File: config.mk
export PLATFORM = sky130hd
export DESIGN_NAME = rtc_hms_counter
export DESIGN_NICKNAME = d
export VERILOG_FILES = /design/src/rtl/rtc_hms_counter_pkg.sv /design/src/rtl/bcd_mod_counter.sv /design/src/rtl/rtc_hms_counter.sv
export SDC_FILE = /design/constraint.sdc
export NUM_CORES = 1
export LEC_CHECK = 0
export BUFFER_PORTS_ARGS = -buffer_cell sky130_fd_sc_hd__buf_2
export CORE_ASPECT_RATIO = 2
export CORE_MARGIN = 4
export CORE_UTILIZATION = 50
export CTS_CLUSTER_DIAMETER = 200
export DETAILED_ROUTE_END_ITERATION = 8
export GPL_ROUTABILITY_DRIVEN = 1
export PLACE_DENSITY = 0.8
export SETUP_SLACK_MARGIN = 0.15
export SLEW_MARGIN = 15
export SYNTH_ARGS = -nofsm -noshare
export SYNTH_HDL_FRONTEND = slang
export SYNTH_SLANG_ARGS = --single-unit
File: constraint.sdc
create_clock -name clock -period 2.4 [get_ports clock]
set_input_delay 0.72 -clock clock [delete_from_list [all_inputs] [get_ports clock]]
set_output_delay 0.72 -clock clock [all_outputs]
set_load 0.1 [all_outputs]
File: src/rtl/rtc_hms_counter_pkg.sv
// Shared definitions for the BCD time-of-day counter: range limits, the
// packed time record and small BCD helpers.
package rtc_hms_counter_pkg;

   localparam logic [7:0] SEC_MAX = 8'h59;
   localparam logic [7:0] MIN_MAX = 8'h59;
   localparam logic [7:0] HR_MAX  = 8'h23;

   typedef struct packed {
      logic [7:0] hr;
      logic [7:0] min;
      logic [7:0] sec;
   } hms_t;

   // Both nibbles must be decimal digits; the BCD value then compares
   // numerically like plain binary against a BCD limit.
   function automatic logic bcd_valid(input logic [7:0] val, input logic [7:0] limit);
      return (val[7:4] <= 4'd9) && (val[3:0] <= 4'd9) && (val <= limit);
   endfunction

   function automatic logic [7:0] bcd_inc(input logic [7:0] val);
      if (val[3:0] >= 4'd9) begin
         return {val[7:4] + 4'd1, 4'h0};
      end
      return val + 8'd1;
   endfunction

endpackage

File: src/rtl/bcd_mod_counter.sv
// Two-digit BCD modulo counter: counts 00..MAX_VAL, wraps to 00 and flags the
// wrap combinationally so the next stage can be chained from it.
module bcd_mod_counter
   import rtc_hms_counter_pkg::*;
#(
   parameter logic [7:0] MAX_VAL  = 8'h59,
   parameter logic [7:0] INIT_VAL = 8'h00
) (
   input  logic       clock,
   input  logic       reset,
   input  logic       inc,
   input  logic       load,
   input  logic [7:0] load_val,
   output logic [7:0] value,
   output logic       wrap
);

   logic [7:0] value_q;
   logic [7:0] value_d;
   logic       at_max;

   // Load wins over increment so a loaded value is never advanced.
   always_comb begin
      at_max  = (value_q == MAX_VAL);
      value_d = value_q;
      if (load) begin
         value_d = load_val;
      end else if (inc) begin
         value_d = at_max ? 8'h00 : bcd_inc(value_q);
      end
   end

   always_ff @(posedge clock) begin
      if (reset) begin
         value_q <= INIT_VAL;
      end else begin
         value_q <= value_d;
      end
   end

   assign value = value_q;
   assign wrap  = inc & ~load & at_max;

endmodule

File: src/rtl/rtc_hms_counter.sv
// BCD hh:mm:ss time-of-day counter advanced by rising edges of the 1 Hz
// clk1 signal, sampled as data in the clock domain, with validated load.
module rtc_hms_counter
   import rtc_hms_counter_pkg::*;
#(
   parameter bit         SYNC_EN  = 1'b0,
   parameter logic [7:0] INIT_HR  = 8'h00,
   parameter logic [7:0] INIT_MIN = 8'h00,
   parameter logic [7:0] INIT_SEC = 8'h00
) (
   input  logic       clock,
   input  logic       reset,
   input  logic       enable,
   input  logic       clk1,
   input  logic       load,
   input  logic [7:0] load_hr,
   input  logic [7:0] load_min,
   input  logic [7:0] load_sec,
   output logic       load_err,
   output logic [7:0] hr,
   output logic [7:0] min,
   output logic [7:0] sec,
   output logic       sec_tick,
   output logic       min_tick,
   output logic       hr_tick,
   output logic       day_tick
);

   logic sync1_q, sync1_d;
   logic sync2_q, sync2_d;
   logic s, s_q, s_d;
   logic rise;
   logic count;

   hms_t load_time;
   logic load_valid;
   logic load_ok;

   logic sec_wrap, min_wrap, hr_wrap;

   logic sec_tick_q, sec_tick_d;
   logic min_tick_q, min_tick_d;
   logic hr_tick_q,  hr_tick_d;
   logic day_tick_q, day_tick_d;
   logic load_err_q, load_err_d;

   // History keeps tracking clk1 while disabled, so a rise seen with enable
   // low is consumed rather than replayed later.
   always_comb begin
      sync1_d    = clk1;
      sync2_d    = sync1_q;
      s          = SYNC_EN ? sync2_q : clk1;
      s_d        = s;
      rise       = s & ~s_q;
      count      = rise & enable & ~load;
      load_time  = '{hr: load_hr, min: load_min, sec: load_sec};
      load_valid = bcd_valid(load_time.hr,  HR_MAX)  &
                   bcd_valid(load_time.min, MIN_MAX) &
                   bcd_valid(load_time.sec, SEC_MAX);
      load_ok    = load & load_valid;
      load_err_d = load & ~load_valid;
   end

   // Each carry stage only fires when the stage below wraps this cycle.
   always_comb begin
      sec_tick_d = count;
      min_tick_d = sec_wrap;
      hr_tick_d  = min_wrap;
      day_tick_d = hr_wrap;
   end

   always_ff @(posedge clock) begin
      if (reset) begin
         sync1_q    <= 1'b0;
         sync2_q    <= 1'b0;
         s_q        <= 1'b0;
         sec_tick_q <= 1'b0;
         min_tick_q <= 1'b0;
         hr_tick_q  <= 1'b0;
         day_tick_q <= 1'b0;
         load_err_q <= 1'b0;
      end else begin
         sync1_q    <= sync1_d;
         sync2_q    <= sync2_d;
         s_q        <= s_d;
         sec_tick_q <= sec_tick_d;
         min_tick_q <= min_tick_d;
         hr_tick_q  <= hr_tick_d;
         day_tick_q <= day_tick_d;
         load_err_q <= load_err_d;
      end
   end

   bcd_mod_counter #(.MAX_VAL(SEC_MAX), .INIT_VAL(INIT_SEC)) u_sec (
      .clock    (clock),
      .reset    (reset),
      .inc      (count),
      .load     (load_ok),
      .load_val (load_sec),
      .value    (sec),
      .wrap     (sec_wrap)
   );

   bcd_mod_counter #(.MAX_VAL(MIN_MAX), .INIT_VAL(INIT_MIN)) u_min (
      .clock    (clock),
      .reset    (reset),
      .inc      (sec_wrap),
      .load     (load_ok),
      .load_val (load_min),
      .value    (min),
      .wrap     (min_wrap)
   );

   bcd_mod_counter #(.MAX_VAL(HR_MAX), .INIT_VAL(INIT_HR)) u_hr (
      .clock    (clock),
      .reset    (reset),
      .inc      (min_wrap),
      .load     (load_ok),
      .load_val (load_hr),
      .value    (hr),
      .wrap     (hr_wrap)
   );

   assign sec_tick = sec_tick_q;
   assign min_tick = min_tick_q;
   assign hr_tick  = hr_tick_q;
   assign day_tick = day_tick_q;
   assign load_err = load_err_q;

endmodule

==> qor.csv <==
metric,value,unit
status,completed,
multiInputGateArea,0.00116,mm2
cp_cell_sequence,buf_2 -> o21ai_0 -> buf_4 -> nand2_1 -> or4b_1 -> buf_4 -> o221ai_1 -> a31oi_1,
layout_min_cycle_time,2.14,ns
hold_slack,0.494,ns
clk_latency,0.28,ns
muxShareOfSynthArea,0.00605,
setup_ws,0.258,ns
die_h,94.3,um
start_util,0.516,
tightest_slew,0.490,ns
overflow,0,
n_antenna_cell,0,
setup_viol,0,
fin_total_pwr,1.03,mW
clock_path_buffers,2,
dieArea,0.00482,mm2
arrival,2.30,ns
netlist.area_leader.share,0.323,
rows,31,
final_cells,330,
synth_top_family_by_area,simple AND/OR/NAND/NOR gates,
post-route-drc-count,0,
synth_edf_count,0,
crit_buf_inv,3,
synth.distinct_cells,49,
viasPerCell,5.79,
synth.most_common_cell,dfxtp_1,
seqCellArea,619,um2
dp_slack,-0.0358,ns
placed_area,0.00225,mm2
worst_clock_skew,0.0104,ns
synth_nets,259,
vdd_drop_max,0.000360,V
final_util,0.648,
hpwl,3.89,mm
slowest_stage,or4b_1,
ios,58,
hp-class,reg -> reg,
dieWidth,51.2,um
grtUsageTotal,0.226,
cts_buffers,5,
synth_simple_gate_area_share,0.271,
final_cell_area,0.00234,mm2
fin_nets,324,
gp_congestion,0.829,
slew_headroom,0.676,
ys_warn_count,0,
start_kind,primary input,
fmax,0.467,GHz
dr.pass1.iters,4,
cts_hold_buf,0,
grt_pass1_vias,1915,
synth-compound-area-share,0.237,
grt_max_degree,21,
cts_resized,0,
netlist_instances,215,
power.leakage,1.06,nW
synth-xor-area-share,0.00941,
avgSynthCellArea,8.66,um2
criticalPathCategory,in -> reg,
slew_viol_final,0,
ys_ff_latch,30,
synthAdderAreaFrac,0.101,
hold_violations,0,
path_clk_slew,0.07,ns
fillers,343,
post_cts_buffers,0,
wl_per_cell,14.9,um
synthesis.area,0.00186,mm2
synth_commonest_cells,"dfxtp_1, nor2_1, nand2_1",
ys.flop_type,dfxtp_1,
htreeDepth,2,
area_delta_synth_final,25.6,%
synth_area_leaders,"dfxtp_1, ha_1, nor2_1",
antenna_found_initial,0,
drt_iter0_drc,39,
timing.final.crit_share,0.893,
end_kind,flop,
power.density,440,mW/mm2
rsz0062_at_grt,no,
synth_top_area_cell,dfxtp_1,
ant_nets,0,
cts_sinks,30,
vias,1910,
required,2.56,ns
dp_cells,322,
cts_tree,built,
seq_area_frac_synth,0.323,
max_cap_violations,0,
grt_pass1_wl,8.34,mm
critPathMostFrequentCell,buf_4,
routed_wl,4.92,mm
drive_gt1_frac,0.370,
cts-root-buf,clkbuf_8,
cp_max_fo,20,
port_buffers,57,
setup_tns,0,ns
async_flop_share,0,
max_stage_delay,0.51,ns
critical_path.top_delay_family,simple AND/OR/NAND/NOR gates,
core_area,0.00361,mm2
## routing by layer
| metal | share of wire | vias up | track usage |
|---|---|---|---|
| li1 | - | 940 | - |
| met1 | 0.36 | 907 | 0.225 |
| met2 | 0.56 | 55 | 0.425 |
| met3 | 0.051 | 8 | 0.0429 |
| met4 | 0.022 | 0 | 0.115 |
| met5 | 0 | - | 0 |
## final cells by class
type / instances / share of cell area
well taps: 49 / 0.0262
inverters: 12 / 0.0193
clock buffers: 7 / 0.0369
multi-input cells: 164 / 0.497
repair buffers: 67 / 0.154
flip-flops and latches: 30 / 0.265
clock inverters: 1 / 0.00214
## state kept, by name (all words and copies together), names as in the netlist
| name | cells |
|---|---|
| u_hr.value | 8 |
| u_min.value | 8 |
| u_sec.value | 8 |
| day_tick | 1 |
| hr_tick | 1 |
| load_err | 1 |
| min_tick | 1 |
| s_q | 1 |
| sec_tick | 1 |
## placed cells by master (no fill, tap or decap), drive strengths merged, types with 2 or more instances in the layout
master,n
nor3,9
and2,4
o221a,2
inv,12
nand3,10
xor2,2
and4,2
a211oi,8
or3b,2
o21ai,9
a21oi,13
nor4b,2
and3,4
buf,67
nand4,4
nand2,17
o211ai,3
clkbuf,7
o221ai,2
nor2,19
and4bb,3
a311oi,6
nor4,4
a31oi,3
ha,15
or4,3
nor2b,2
a41oi,2
o211a,2
dfxtp,30
## tightest hold or removal path: stages, from the launching register on
cell and delay [ns]:
dfxtp_2 0.34, nand2_1 0.06, a211oi_1 0.05
## path summary, 6_finish.rpt
path / slack [ns] / to / from / depth (start not counted)
min reg2reg: 0.49 / u_hr.value[1] / u_hr.value[1] / 2
min: 0.49 / u_hr.value[1] / u_hr.value[1] / 2
max: 0.26 / u_min.value[6] / load_min[1] / 8
max reg2reg: 0.48 / u_min.value[6] / u_min.value[1] / 7
## cells by family (layout without fill, tap and decap cells)
group / Yosys count / count (layout)
simple gates: 90 / 90
compound gates: 56 / 56
flops: 30 / 30
buf+inv: 21 / 87
fa+ha+maj: 15 / 15
xor+xnor: 2 / 2
mux: 1 / 1
## power by group
part / internal (mW) / leakage, nW / switching (mW)
Sequential: 0.502 / 0.250 / 0.00387
Clock: 0.231 / 0.0482 / 0.189
Combinational: 0.0390 / 0.761 / 0.0634
Total: 0.772 / 1.06 / 0.256
Power figures use the tool's default switching activity.
